### src/rtl/uart_rx_pkg.sv
// Shared definitions for the UART receiver: one-hot FSM states and frame constants.
package uart_rx_pkg;

  localparam int unsigned DataBits   = 8;
  localparam logic        StartLevel = 1'b0;
  localparam logic        StopLevel  = 1'b1;

  typedef enum logic [3:0] {
    RxIdle  = 4'b0001,
    RxStart = 4'b0010,
    RxData  = 4'b0100,
    RxStop  = 4'b1000
  } rx_state_e;

  function automatic logic maj3(input logic a, input logic b, input logic c);
    return (a & b) | (a & c) | (b & c);
  endfunction

endpackage

### src/rtl/uart_rx_sync.sv
// Two-flop RxD synchroniser (reset to idle-high) with synchronised falling-edge detect.
module uart_rx_sync (
  input  logic clk_i,
  input  logic rst_i,
  input  logic rxd_i,
  output logic line_s,
  output logic fall_s
);

  logic       s1_q, s2_q, prev_q;
  logic [1:0] fill_q;
  logic       armed_q;

  // Edge detect stays disarmed until the synchroniser holds a real post-reset high,
  // so a line that is already low when reset releases never fakes a start.
  always_ff @(posedge clk_i) begin
    if (rst_i) begin
      s1_q    <= 1'b1;
      s2_q    <= 1'b1;
      prev_q  <= 1'b1;
      fill_q  <= 2'b00;
      armed_q <= 1'b0;
    end else begin
      s1_q   <= rxd_i;
      s2_q   <= s1_q;
      prev_q <= s2_q;
      fill_q <= {fill_q[0], 1'b1};
      if (fill_q[1] && s2_q) begin
        armed_q <= 1'b1;
      end
    end
  end

  assign line_s = s2_q;
  assign fall_s = armed_q & prev_q & ~s2_q;

endmodule

### src/rtl/uart_rx.sv
// UART receiver: 8N1, MSB first, fixed CLKS_PER_BIT oversampling.
// Optional UART_RX_MAJORITY_EN: 2-of-3 vote around mid-bit, all decisions one cycle later.
module uart_rx
  import uart_rx_pkg::*;
#(
  parameter int unsigned CLKS_PER_BIT = 16
) (
  input  logic       clk_i,
  input  logic       rst_i,
  input  logic       RxD_i,
  input  logic       rd_i,
  output logic [7:0] data_o,
  output logic       valid_o,
  output logic       rx_full_o,
  output logic       frame_err_o,
  output logic       overrun_o,
  output logic       RX_busy_o
);

  localparam int unsigned CntW = $clog2(CLKS_PER_BIT);
  localparam int unsigned Half = CLKS_PER_BIT / 2;
  localparam logic [CntW-1:0] BitLast = CntW'(CLKS_PER_BIT - 1);
`ifdef UART_RX_MAJORITY_EN
  localparam logic [CntW-1:0] StartLast = CntW'(Half);
`else
  localparam logic [CntW-1:0] StartLast = CntW'(Half - 1);
`endif

  logic line_s, fall_s, bit_s;

  uart_rx_sync u_sync (
    .clk_i  (clk_i),
    .rst_i  (rst_i),
    .rxd_i  (RxD_i),
    .line_s (line_s),
    .fall_s (fall_s)
  );

`ifdef UART_RX_MAJORITY_EN
  // hist_q[1] = mid-1, hist_q[0] = mid, line_s = mid+1 at decision time
  logic [1:0] hist_q;
  always_ff @(posedge clk_i) begin
    if (rst_i) begin
      hist_q <= 2'b11;
    end else begin
      hist_q <= {hist_q[0], line_s};
    end
  end
  assign bit_s = maj3(hist_q[1], hist_q[0], line_s);
`else
  assign bit_s = line_s;
`endif

  rx_state_e           state_q;
  logic [CntW-1:0]     cnt_q;
  logic [2:0]          bit_cnt_q;
  logic [DataBits-1:0] shift_q;

  always_ff @(posedge clk_i) begin
    if (rst_i) begin
      state_q     <= RxIdle;
      cnt_q       <= '0;
      bit_cnt_q   <= '0;
      shift_q     <= '0;
      data_o      <= '0;
      valid_o     <= 1'b0;
      rx_full_o   <= 1'b0;
      frame_err_o <= 1'b0;
      overrun_o   <= 1'b0;
      RX_busy_o   <= 1'b0;
    end else begin
      valid_o     <= 1'b0;
      frame_err_o <= 1'b0;
      overrun_o   <= 1'b0;
      if (rd_i) begin
        rx_full_o <= 1'b0;
      end
      unique case (state_q)
        RxIdle: begin
          if (fall_s) begin
            state_q   <= RxStart;
            cnt_q     <= '0;
            RX_busy_o <= 1'b1;
          end
        end
        RxStart: begin
          if (cnt_q == StartLast) begin
            cnt_q <= '0;
            if (bit_s == StartLevel) begin
              state_q   <= RxData;
              bit_cnt_q <= '0;
            end else begin
              state_q   <= RxIdle;
              RX_busy_o <= 1'b0;
            end
          end else begin
            cnt_q <= cnt_q + CntW'(1);
          end
        end
        RxData: begin
          if (cnt_q == BitLast) begin
            cnt_q     <= '0;
            shift_q   <= {shift_q[DataBits-2:0], bit_s};
            bit_cnt_q <= bit_cnt_q + 3'd1;
            if (bit_cnt_q == 3'(DataBits - 1)) begin
              state_q <= RxStop;
            end
          end else begin
            cnt_q <= cnt_q + CntW'(1);
          end
        end
        RxStop: begin
          // Leave at mid-stop so a back-to-back start edge is not missed
          if (cnt_q == BitLast) begin
            cnt_q     <= '0;
            state_q   <= RxIdle;
            RX_busy_o <= 1'b0;
            if (bit_s == StopLevel) begin
              data_o    <= shift_q;
              valid_o   <= 1'b1;
              rx_full_o <= 1'b1;
              overrun_o <= rx_full_o & ~rd_i;
            end else begin
              frame_err_o <= 1'b1;
            end
          end else begin
            cnt_q <= cnt_q + CntW'(1);
          end
        end
        default: begin
          state_q   <= RxIdle;
          RX_busy_o <= 1'b0;
        end
      endcase
    end
  end

endmodule

### config.mk
export PLATFORM = sky130hd
export DESIGN_NAME = uart_rx
export DESIGN_NICKNAME = d
export VERILOG_FILES = /design/src/rtl/uart_rx_pkg.sv /design/src/rtl/uart_rx_sync.sv /design/src/rtl/uart_rx.sv
export SDC_FILE = /design/constraint.sdc
export NUM_CORES = 1
export LEC_CHECK = 0
export CAP_MARGIN = 20
export CORE_MARGIN = 2
export CORE_UTILIZATION = 38
export CTS_BUF_LIST = sky130_fd_sc_hd__clkbuf_4
export DETAILED_ROUTE_END_ITERATION = 10
export PLACE_DENSITY = 0.56
export SLEW_MARGIN = 5
export SYNTH_ARGS = -nofsm -noshare
export SYNTH_HDL_FRONTEND = slang
export SYNTH_SLANG_ARGS = --single-unit
### constraint.sdc
create_clock -name clk_i -period 5.6 [get_ports clk_i]
set_clock_uncertainty 0.1 [all_clocks]
set_input_delay 0.84 -clock clk_i [delete_from_list [all_inputs] [get_ports clk_i]]
set_output_delay 0.84 -clock clk_i [all_outputs]
set_load 0.05 [all_outputs]
# Word-level counts from Yosys, hierarchy flattened
# Cells that the tools add are included.
dict set report op_classes {
  add_sub_neg 2
  eq_ne 14
  n_mux 27
  bitwise 8
  n_reduce_logical 12
}
# op n
set ops {}
lappend ops {{$mux 4} 8}
lappend ops {{$pmux 4 s4} 1}
lappend ops {{$mux 3} 4}
lappend ops {{$ne 2x2->1 const B} 6}
lappend ops {{$pmux 4 s3} 1}
lappend ops {{$mux 1} 11}
lappend ops {{$reduce_and 5->1} 2}
lappend ops {{$eq 4x3->1 const B} 2}
lappend ops {{$eq 4x4->1 const B} 2}
lappend ops {{$pmux 3 s2} 1}
lappend ops {{$not 1->1} 5}
lappend ops {{$add 4x1->4 const B} 1}
lappend ops {{$eq 4x1->1 const B} 1}
lappend ops {{$eq 4x2->1 const B} 1}
lappend ops {{$pmux 1 s4} 1}
lappend ops {{$reduce_and 2->1} 2}
lappend ops {{$reduce_and 4->1} 1}
lappend ops {{$reduce_or 4->1} 1}
lappend ops {{$add 3x1->3 const B} 1}
lappend ops {{$and 1x1->1} 3}
lappend ops {{$eq 3x3->1 const B} 1}
lappend ops {{$reduce_and 3->1} 1}
lappend ops {{$reduce_bool 3->1} 1}
lappend ops {{$reduce_or 3->1} 1}
lappend ops {{4 further kinds} 4}
dict set report word_totals {
  reg_bits 38
  out_inout_bits 13
}

# Logic depth before layout (Yosys ltp)
# Gate-level depths: netlist of the first run.
dict set report depth {
  word_depth 4
  mapped_depth 6
  ltp_nobuf 5
}

# Hierarchy
# A second synthesis of the first run with hierarchy kept.
dict set report hier_totals {
  cells_unflattened 169
  area_unflattened_um2 1569.0
}
# module n_inst cells_each area_per_inst_um2 seq_area_each_um2
set modules_own_cells {}
lappend modules_own_cells {uart_rx 1 155 1402.6 640.6}
lappend modules_own_cells {uart_rx_sync 1 14 166.4 120.1}

# Worst setup path before layout of the first run
# Ideal clock, no wire load.
dict set report synth_path {
  path_kind {register -> register}
  startpoint {register cnt_q[0]}
  endpoint {register state_q[2]}
  setup_ps 123
  arrival_time_ps 1587
  slack_ps 3790
  stages_incl_launch_ff 6
  n_path_buf 0
  synth_period_minus_slack_ps 1810
  cell_sequence {dfxtp_1 ha_1 and3_1 or3_1 nand4_1 mux2_1}
}
dict set report synth_via {
  elab_chain_cells 3
  elab_cells_between_ends 6
}
# item line
set synth_lines {}
lappend synth_lines {{from (decl)} uart_rx.sv:55} ;# logic [CntW-1:0] cnt_q;
lappend synth_lines {{from (signal assigned)} uart_rx.sv:97} ;# cnt_q <= cnt_q + CntW'(1);
lappend synth_lines {{from (signal assigned)} uart_rx.sv:109} ;# cnt_q <= cnt_q + CntW'(1);
lappend synth_lines {{from (signal assigned)} uart_rx.sv:127} ;# cnt_q <= cnt_q + CntW'(1);
lappend synth_lines {{$eq 4x4->1 or $eq 4x3->1 (tied branches)} {uart_rx.sv:101, uart_rx.sv:114, uart_rx.sv:87}}
lappend synth_lines {{$ne 2x2->1 (no line)} n/a}
lappend synth_lines {{$reduce_and 5->1 (no line) *} n/a}
lappend synth_lines {{to (signal assigned)} uart_rx.sv:106} ;# state_q <= RxStop;
lappend synth_lines {{to (signal assigned)} uart_rx.sv:116} ;# state_q <= RxIdle;
lappend synth_lines {{to (signal assigned)} uart_rx.sv:131} ;# state_q <= RxIdle;
lappend synth_lines {{to (decl)} uart_rx.sv:54} ;# rx_state_e state_q;
# Mark *: on every way between the ends. The rest lies on a longest branch, timed or not.
# A chain may end at the register's enable or synchronous reset.

# Worst setup path after layout of the first run
dict set report layout_path {
  startpoint {register data_o[1]}
  endpoint {output data_o[1]}
}
# item line
set layout_rtl {}
lappend layout_rtl {{from (decl)} uart_rx.sv:12} ;# output logic [7:0] data_o,
lappend layout_rtl {{from (signal assigned)} uart_rx.sv:119} ;# data_o <= shift_q;
# No word-level cell between the ends.

==> results of run 1 <==
cell families after synthesis:
logic type | synth area share
flops | 0.479
simple gates | 0.251
xor+xnor | 0.0110
buf+inv | 0.0355
compound gates | 0.136
fa+ha+maj | 0.0236
mux | 0.0638
worst paths after layout:
path | cells past startpoint | startpoint | to | slack [ns]
setup reg to reg | 5 | cnt_q[0]$_SDFFE_PP0P_ | data_o[0]$_SDFFE_PP0P_ | 3.46
hold / removal | 1 | u_sync.s1_q$_SDFF_PP1_ | u_sync.line_s$_SDFF_PP1_ | 0.33
hold reg to reg | 1 | u_sync.s1_q$_SDFF_PP1_ | u_sync.line_s$_SDFF_PP1_ | 0.33
setup / recovery | 1 | data_o[1]$_SDFFE_PP0P_ | data_o[1] | 3.15
routing by layer:
layer / GRT usage / up-vias / routed length, microns
li1: - / 633 / -
met1: 0.201 / 598 / 1410
met2: 0.238 / 32 / 1470
met3: 0.0487 / 9 / 164
met4: 0.0650 / 0 / 57
met5: 0 / - / 0
flip-flops by register name, indices dropped and copies added, names as in the netlist, 2 cells and up:
name           flops
bit_cnt_q          3
cnt_q              4
data_o             8
shift_q            8
state_q            4
u_sync.fill_q      2
layout make-up:
cell class | instances | area [sq um] | share of cell area
inverters | 2 | 7.51 | 0.00400
clock buffers | 5 | 37.5 | 0.0200
flip-flops and latches | 38 | 761 | 0.406
repair buffers | 17 | 168 | 0.0894
multi-input cells | 124 | 771 | 0.411
well taps | 50 | 62.6 | 0.0334
clock inverters | 3 | 68.8 | 0.0367
worst reg2reg max path, cell delays in order (launching register included):
cell	delay (ns)
dfxtp_1	0.40
ha_1	0.28
and3_1	0.27
nand4_1	0.58
mux2i_1	0.35
nor2_1	0.06
stage by stage:
stage / cells / cell area, sq um / hold WS, ns / setup WS (ns) / total power, mW
2_1_floorplan: 174 / 1590 / 0.289 / 3.79 / 0.287
3_3_place_gp: 231 / 1770 / 0.291 / 3.28 / 0.291
5_1_grt: 239 / 1880 / 0.351 / 3.08 / 0.542
3_5_place_dp: 231 / 1770 / 0.298 / 3.25 / 0.291
6_report: 239 / 1880 / 0.328 / 3.15 / 0.520
4_1_cts: 239 / 1880 / 0.328 / 3.12 / 0.525
synth_stat cells (2+ instances only):
| master | n |
|---|---|
| a21o_1 | 2 |
| a21oi_1 | 16 |
| buf_2 | 3 |
| clkbuf_1 | 6 |
| dfxtp_1 | 38 |
| ha_1 | 3 |
| inv_1 | 2 |
| mux2i_1 | 9 |
| nand2_1 | 28 |
| nand2b_1 | 3 |
| nand3_1 | 3 |
| nand4_1 | 2 |
| nor2_1 | 16 |
| nor2b_1 | 4 |
| o211ai_1 | 3 |
| o21ai_0 | 2 |
| o2bb2ai_1 | 2 |
| or2_2 | 3 |
| or3_1 | 4 |
power by group through the flow:
stage               clock [mW]  combinational, mW  sequential, mW
floorplan                    0            0.00702           0.280
global placement             0             0.0109           0.280
detailed placement           0             0.0112           0.280
CTS                      0.240             0.0113           0.274
global route             0.255             0.0125           0.275
finish                   0.235             0.0111           0.274
==> results.sh, run 1 <==
export IMPL_synth_seq_area_share=0.479
export IMPL_gp_congestion=0.844
export IMPL_fin_setup_tns_ns=0
export IMPL_crit_slowest_cell="clkdlybuf4s50_1"
export IMPL_crit_buf_inv=1
export IMPL_combPwrFrac=0.021
export IMPL_cts_resized=0
export IMPL_grt_max_degree=37
export IMPL_via_per_inst=5.32
export IMPL_die_h_microns=68.6
export IMPL_synthToLayoutAreaGrowth_pct=18.1
export IMPL_syn_num_nets=181
export IMPL_path_clk_slew_ns=0.12
export IMPL_postCtsSetupRepairBufs=0
export IMPL_cellInternalPower_mw=0.417
export IMPL_io_pins=17
export IMPL_io_buffers=16
export IMPL_synth_area_leaders="dfxtp_1 48%, nand2_1 6.6%, mux2i_1 5.7%, a21oi_1 5.0%, nor2_1 3.8%"
export IMPL_clock_path_buffers=2
export IMPL_start_kind="register"
export IMPL_row_count=23
export IMPL_cp_max_fo=2
export IMPL_hold_buffers=0
export IMPL_vdd_drop_max_v=0.000157
export IMPL_finalHoldViolations=0
export IMPL_diodes=0
export IMPL_nNetsFinal=195
export IMPL_die_area_sq_um=4710
export IMPL_crit_arrival_ns=1.51
export IMPL_synthFlopType="dfxtp_1"
export IMPL_max_cap_violations=0
export IMPL_routed_wl_microns=3100
export IMPL_grt_total_usage=0.155
export IMPL_fmax_ghz=0.407
export IMPL_mostFrequentLayoutCell="dfxtp_1"
export IMPL_worstMarginPinSlew_ns=0.701
export IMPL_power_density_nw_per_um2=277
export IMPL_layout_min_cycle_time_ns=2.45
export IMPL_cp_required_ns=4.66
export IMPL_fill_cells=401
export IMPL_yosys_area_top_type_share=0.479
export IMPL_num_vias=1272
export IMPL_ys_types=44
export IMPL_critical_path_top_delay_family="buffers and inverters"
export IMPL_synthArstFlopShare=0
export IMPL_synth_largest_area_cell="dfxtp_1"
export IMPL_drive_gt1_frac=0.0847
export IMPL_netlist_area_sq_um=1590
export IMPL_cp_slowest_stage_delay_ns=0.81
export IMPL_cts_tree="done"
export IMPL_clkPwrFrac=0.452
export IMPL_root_buffer="clkbuf_4"
export IMPL_finalMaxSlewViolations=0
export IMPL_dpl_hpwl_microns=2110
export IMPL_overflow=0
export IMPL_die_x_microns=68.6
export IMPL_wl_per_cell_microns=13.0
export IMPL_antenna_found_initial=0
export IMPL_rsz0062_at_grt="false"
export IMPL_yosys_register_bits=38
export IMPL_p_switching_mw=0.103
export IMPL_hold_class="reg2reg"
export IMPL_synthCells=174
export IMPL_syn_avg_cell_area_sq_um=9.13
export IMPL_seqPwrFrac=0.527
export IMPL_synth_edff_count=0
export IMPL_clock_sinks=38
export IMPL_slew_headroom=0.531
export IMPL_outcome="completed"
export IMPL_ant_nets=0
export IMPL_cts_inserted_buffers=5
export IMPL_htreeDepth=2
export IMPL_worstPathCellList="clkdlybuf4s50_1"
export IMPL_p_leak_nw=0.705
export IMPL_setup_violations=0
export IMPL_start_util=0.397
export IMPL_endpoint_kind="output port"
export IMPL_core_area_sq_um=4000
export IMPL_period_share=0.438
export IMPL_dr_pass1_iters=4
export IMPL_ys_warn_count=0
export IMPL_p_sw_frac=0.199
export IMPL_drc=0
export IMPL_grt_pass1_vias=1177
export IMPL_finish_utilization=0.469
export IMPL_first_iter_violations=74
export IMPL_grt_pass1_wl_microns=5440
export IMPL_clk_latency_ns=0.35
export IMPL_layout_common_cells="38 x dfxtp_1, 28 x nand2_1, 16 x nor2_1, 16 x a21oi_1, 16 x clkdlybuf4s50_1"
export IMPL_worstSetupPathType="reg2out"
No activity file was read; power rests on OpenSTA's default activity.
==> inputs of run 2 (changes only) <==
clock period = 2.26 ns   (was 5.6 ns; I/O delays follow)
==> run 2 against run 1 <==
  * Non-clock buffer count increased by 5
  * Die area unchanged
  * Sequential power increased by 150%
  * Global-route usage increased by 0.87 points
  * Clock power increased by 150%
  * Via count increased by 0.94%
  * Register-to-register slack got worse by 3.2 ns
  * Largest cell class unchanged
  * Highest routed layer unchanged
==> results.sh, run 2 (synthesis results as in run 1) <==
export IMPL_io_buffers=16
export IMPL_worstPathCellList="ha_1 -> and3_1 -> or3_1 -> nand4_1 -> mux2_1"
export IMPL_fill_cells=375
export IMPL_row_count=23
export IMPL_grt_pass1_wl_microns=5760
export IMPL_nNetsFinal=200
export IMPL_finalWorstSetupSlack_ns=0.297
export IMPL_cp_required_ns=2.41
export IMPL_die_area_sq_um=4710
export IMPL_place_ws_ns=0.351
export IMPL_multi_input_area_sq_um=771
export IMPL_crit_arrival_ns=2.12
export IMPL_path_clk_slew_ns=0.12
export IMPL_setup_violations=0
export IMPL_layout_common_cells="38 x dfxtp_1, 28 x nand2_1, 16 x nor2_1, 16 x a21oi_1, 16 x clkdlybuf4s50_1"
export IMPL_grt_total_usage=0.164
export IMPL_num_vias=1284
export IMPL_crit_buf_inv=0
export IMPL_start_kind="register"
export IMPL_rsz0062_at_grt="false"
export IMPL_cts_inserted_buffers=5
export IMPL_routed_wl_microns=3290
export IMPL_die_x_microns=68.6
export IMPL_layout_min_cycle_time_ns=1.96
export IMPL_seq_area_sq_um=761
export IMPL_fin_setup_tns_ns=0
export IMPL_largest_registers="data_o: 8 flops, shift_q: 8 flops"
export IMPL_via_per_inst=5.26
export IMPL_finalHoldViolations=0
export IMPL_fin_hold_ws_ns=0.319
export IMPL_mostFrequentLayoutCell="dfxtp_1"
export IMPL_start_util=0.397
export IMPL_drc=0
export IMPL_final_cell_area_sq_um=1910
export IMPL_hold_buffers=0
export IMPL_grt_max_degree=17
export IMPL_wl_per_cell_microns=13.5
export IMPL_hold_class="reg2reg"
export IMPL_core_area_sq_um=4000
export IMPL_clock_path_buffers=2
export IMPL_drive_gt1_frac=0.108
export IMPL_worstMarginPinSlew_ns=0.504
export IMPL_synthToLayoutAreaGrowth_pct=20.5
export IMPL_slew_headroom=0.663
export IMPL_ant_nets=0
export IMPL_io_pins=17
export IMPL_first_iter_violations=53
export IMPL_root_buffer="clkbuf_4"
export IMPL_dpl_instance_area_sq_um=1810
export IMPL_antenna_found_initial=0
export IMPL_grt_pass1_vias=1226
export IMPL_diodes=0
export IMPL_endpoint_kind="register"
export IMPL_clk_latency_ns=0.35
export IMPL_critical_path_top_delay_family="simple AND/OR/NAND/NOR gates"
export IMPL_overflow=0
export IMPL_worstSetupPathType="reg2reg"
export IMPL_die_h_microns=68.6
export IMPL_cp_max_fo=6
export IMPL_crit_slowest_cell="or3_1"
export IMPL_postCtsSetupRepairBufs=0
export IMPL_dr_pass1_iters=4
export IMPL_max_cap_violations=0
export IMPL_cp_slowest_stage_delay_ns=0.39
export IMPL_fmax_ghz=0.509
export IMPL_cts_tree="done"
export IMPL_power_density_nw_per_um2=677
export IMPL_gp_congestion=0.907
export IMPL_clock_sinks=38
export IMPL_finalMaxSlewViolations=0
export IMPL_p_leak_nw=0.728
export IMPL_dpl_hpwl_microns=2310
export IMPL_outcome="completed"
export IMPL_cts_resized=0
export IMPL_vdd_drop_max_v=0.000433
export IMPL_htreeDepth=2
export IMPL_period_share=0.869
==> run 2: power breakdown <==
| group | leakage, nW | internal [mW] | switching, mW |
|---|---|---|---|
| Clock | 0.0554 | 0.346 | 0.239 |
| Combinational | 0.365 | 0.0136 | 0.0175 |
| Sequential | 0.308 | 0.675 | 0.00363 |
| Total | 0.728 | 1.04 | 0.260 |
==> run 2: layout make-up <==
cell class,instances,area share
timing repair buffer,22,0.107
sequential,38,0.398
clock inverter,3,0.0360
tap,50,0.0327
inverter,2,0.00392
multi-input combinational,124,0.403
clock buffer,5,0.0196
==> run 2: final timing paths <==
| path | startpoint | endpoint | slack (ns) | cells after the start |
|---|---|---|---|---|
| setup / recovery | cnt_q[0]$_SDFFE_PP0P_ | state_q[2]$_SDFFE_PP0P_ | 0.30 | 5 |
| hold / removal | u_sync.s1_q$_SDFF_PP1_ | u_sync.line_s$_SDFF_PP1_ | 0.32 | 1 |
| setup reg to reg | cnt_q[0]$_SDFFE_PP0P_ | state_q[2]$_SDFFE_PP0P_ | 0.30 | 5 |
| hold reg to reg | u_sync.s1_q$_SDFF_PP1_ | u_sync.line_s$_SDFF_PP1_ | 0.32 | 1 |
==> run 2: per-stage QoR <==
step                      std cells  utilization  total power, mW
after floorplan                 174            -            0.711
after detailed placement        236        0.452            0.725
after global placement          236        0.452            0.725
after CTS                       244        0.478             1.31
after global routing            244        0.478             1.34
final                           244        0.478             1.30
==> run 2: per-layer routing <==
layer | global-route usage | vias to the layer above | share of wire
met1 | 0.222 | 586 | 0.47
li1 | - | 649 | -
met2 | 0.254 | 43 | 0.46
met4 | 0.0600 | 0 | 0.014
met3 | 0.0390 | 6 | 0.058
met5 | 0 | - | 0
==> inputs of run 3 (changes only) <==
CORE_UTILIZATION = 50   (was 38)
PLACE_DENSITY = not set   (was 0.56)
PLACE_DENSITY_LB_ADDON = 0.25   (was not set)
SKIP_LAST_GASP = 1   (was not set)
==> run 3 against run 2 <==
  * Count of clock-buffer cells in the layout did not move
  * Non-clock buffer count fell by 1
  * Critical path depth did not move
==> results.sh, run 3 (synthesis results as in run 1) <==
export IMPL_outcome="completed"
export IMPL_cp_slowest_stage_delay_ns=0.39
export IMPL_row_count=20
export IMPL_period_share=0.886
export IMPL_io_pins=17
export IMPL_diodes=0
export IMPL_hold_buffers=0
export IMPL_largest_registers="data_o: 8 flops, shift_q: 8 flops"
export IMPL_hold_path_end="u_sync.line_s$_SDFF_PP1_"
export IMPL_rsz0062_at_grt="false"
export IMPL_worstMarginPinSlew_ns=0.502
export IMPL_synthToLayoutAreaGrowth_pct=19.2
export IMPL_crit_buf_inv=0
export IMPL_endpoint_kind="register"
export IMPL_r2r_slack_ns=0.26
export IMPL_die_area_sq_um=3640
export IMPL_r2r_end="state_q[2]$_SDFFE_PP0P_"
export IMPL_die_x_microns=60.4
export IMPL_startpoint="cnt_q[0]$_SDFFE_PP0P_"
export IMPL_gp_congestion=0.811
export IMPL_grt_max_degree=17
export IMPL_vdd_drop_max_v=0.000516
export IMPL_fmax_ghz=0.500
export IMPL_num_vias=1302
export IMPL_clock_path_buffers=2
export IMPL_ant_nets=0
export IMPL_overflow=0
export IMPL_finalNonFillerCells=237
export IMPL_routed_wl_microns=3200
export IMPL_dp_cells=229
export IMPL_p_leak_nw=0.720
export IMPL_grt_pass1_vias=1199
export IMPL_r2r_start="cnt_q[0]$_SDFFE_PP0P_"
export IMPL_hold_class="reg2reg"
export IMPL_max_cap_violations=0
export IMPL_wl_per_cell_microns=13.5
export IMPL_cts_resized=0
export IMPL_hold_depth=1
export IMPL_cts_inserted_buffers=5
export IMPL_start_kind="register"
export IMPL_worstSetupPathType="reg2reg"
export IMPL_drc=0
export IMPL_reg2reg_depth=5
export IMPL_critical_path_top_delay_family="simple AND/OR/NAND/NOR gates"
export IMPL_fin_setup_tns_ns=0
export IMPL_dr_pass1_iters=4
export IMPL_cts_tree="done"
export IMPL_cp_required_ns=2.38
export IMPL_io_buffers=16
export IMPL_cp_max_fo=6
export IMPL_finalMaxSlewViolations=0
export IMPL_first_iter_violations=38
export IMPL_clock_sinks=38
export IMPL_dpl_hpwl_microns=2330
export IMPL_finalHoldViolations=0
export IMPL_multi_input_area_sq_um=771
export IMPL_grt_total_usage=0.192
export IMPL_crit_slowest_cell="or3_1"
export IMPL_seq_area_sq_um=761
export IMPL_grt_pass1_wl_microns=5190
export IMPL_path_clk_slew_ns=0.11
export IMPL_layout_common_cells="38 x dfxtp_1, 28 x nand2_1, 16 x nor2_1, 16 x a21oi_1, 16 x clkdlybuf4s50_1"
export IMPL_power_density_nw_per_um2=665
export IMPL_antenna_found_initial=0
export IMPL_start_util=0.524
export IMPL_drive_gt1_frac=0.0984
export IMPL_worstPathCellList="ha_1 -> and3_1 -> or3_1 -> nand4_1 -> mux2_1"
export IMPL_postCtsSetupRepairBufs=0
export IMPL_slew_headroom=0.664
export IMPL_die_h_microns=60.4
export IMPL_htreeDepth=2
export IMPL_via_per_inst=5.49
export IMPL_hold_path_startpoint="u_sync.s1_q$_SDFF_PP1_"
export IMPL_setup_violations=0
export IMPL_clk_latency_ns=0.32
export IMPL_nNetsFinal=199
export IMPL_mostFrequentLayoutCell="dfxtp_1"
export IMPL_crit_arrival_ns=2.12
export IMPL_power_mw=1.26
export IMPL_layout_min_cycle_time_ns=2.00
export IMPL_fill_cells=244
export IMPL_root_buffer="clkbuf_4"
export IMPL_core_area_sq_um=3030
## run 3: through the flow
stage	setup slack [ns]	cell area, sq um	hold slack, ns	util
6_report	0.258	1890	0.321	0.625
5_1_grt	0.199	1890	0.339	0.625
4_1_cts	0.287	1890	0.326	0.625
3_5_place_dp	0.329	1790	0.299	0.592
3_3_place_gp	0.401	1790	0.291	0.592
2_1_floorplan	0.450	1590	0.289	-
## run 3: power breakdown
part | leakage (nW) | switching (mW) | internal (mW)
clock network | 0.0528 | 0.209 | 0.341
registers | 0.308 | 0.00388 | 0.675
logic | 0.360 | 0.0168 | 0.0137
total | 0.720 | 0.229 | 1.03
## run 3: layer usage
metal / up-vias / part of all wire / GRT usage
met5: - / 0 / 0
met4: 0 / 0.017 / 0.0762
met3: 8 / 0.042 / 0.0768
met2: 36 / 0.46 / 0.290
met1: 618 / 0.48 / 0.247
li1: 640 / - / -
## run 3: area by class of cell
type,instances,share of cell area
clock buffer,5,0.0198
timing repair buffer,21,0.104
sequential,38,0.402
inverter,2,0.00397
tap,44,0.0291
multi-input combinational,124,0.407
clock inverter,3,0.0337
## run 3: worst max-delay path by stage
stage / slack [ns] / depth (start not counted) / endpoint
2_1_floorplan: 0.45 / 5 / state_q[2]$_SDFFE_PP0P_
3_3_place_gp: 0.40 / 5 / state_q[2]$_SDFFE_PP0P_
3_5_place_dp: 0.33 / 5 / state_q[2]$_SDFFE_PP0P_
4_1_cts: 0.29 / 5 / state_q[2]$_SDFFE_PP0P_
5_1_grt: 0.20 / 5 / state_q[2]$_SDFFE_PP0P_
6_report: 0.26 / 5 / state_q[2]$_SDFFE_PP0P_
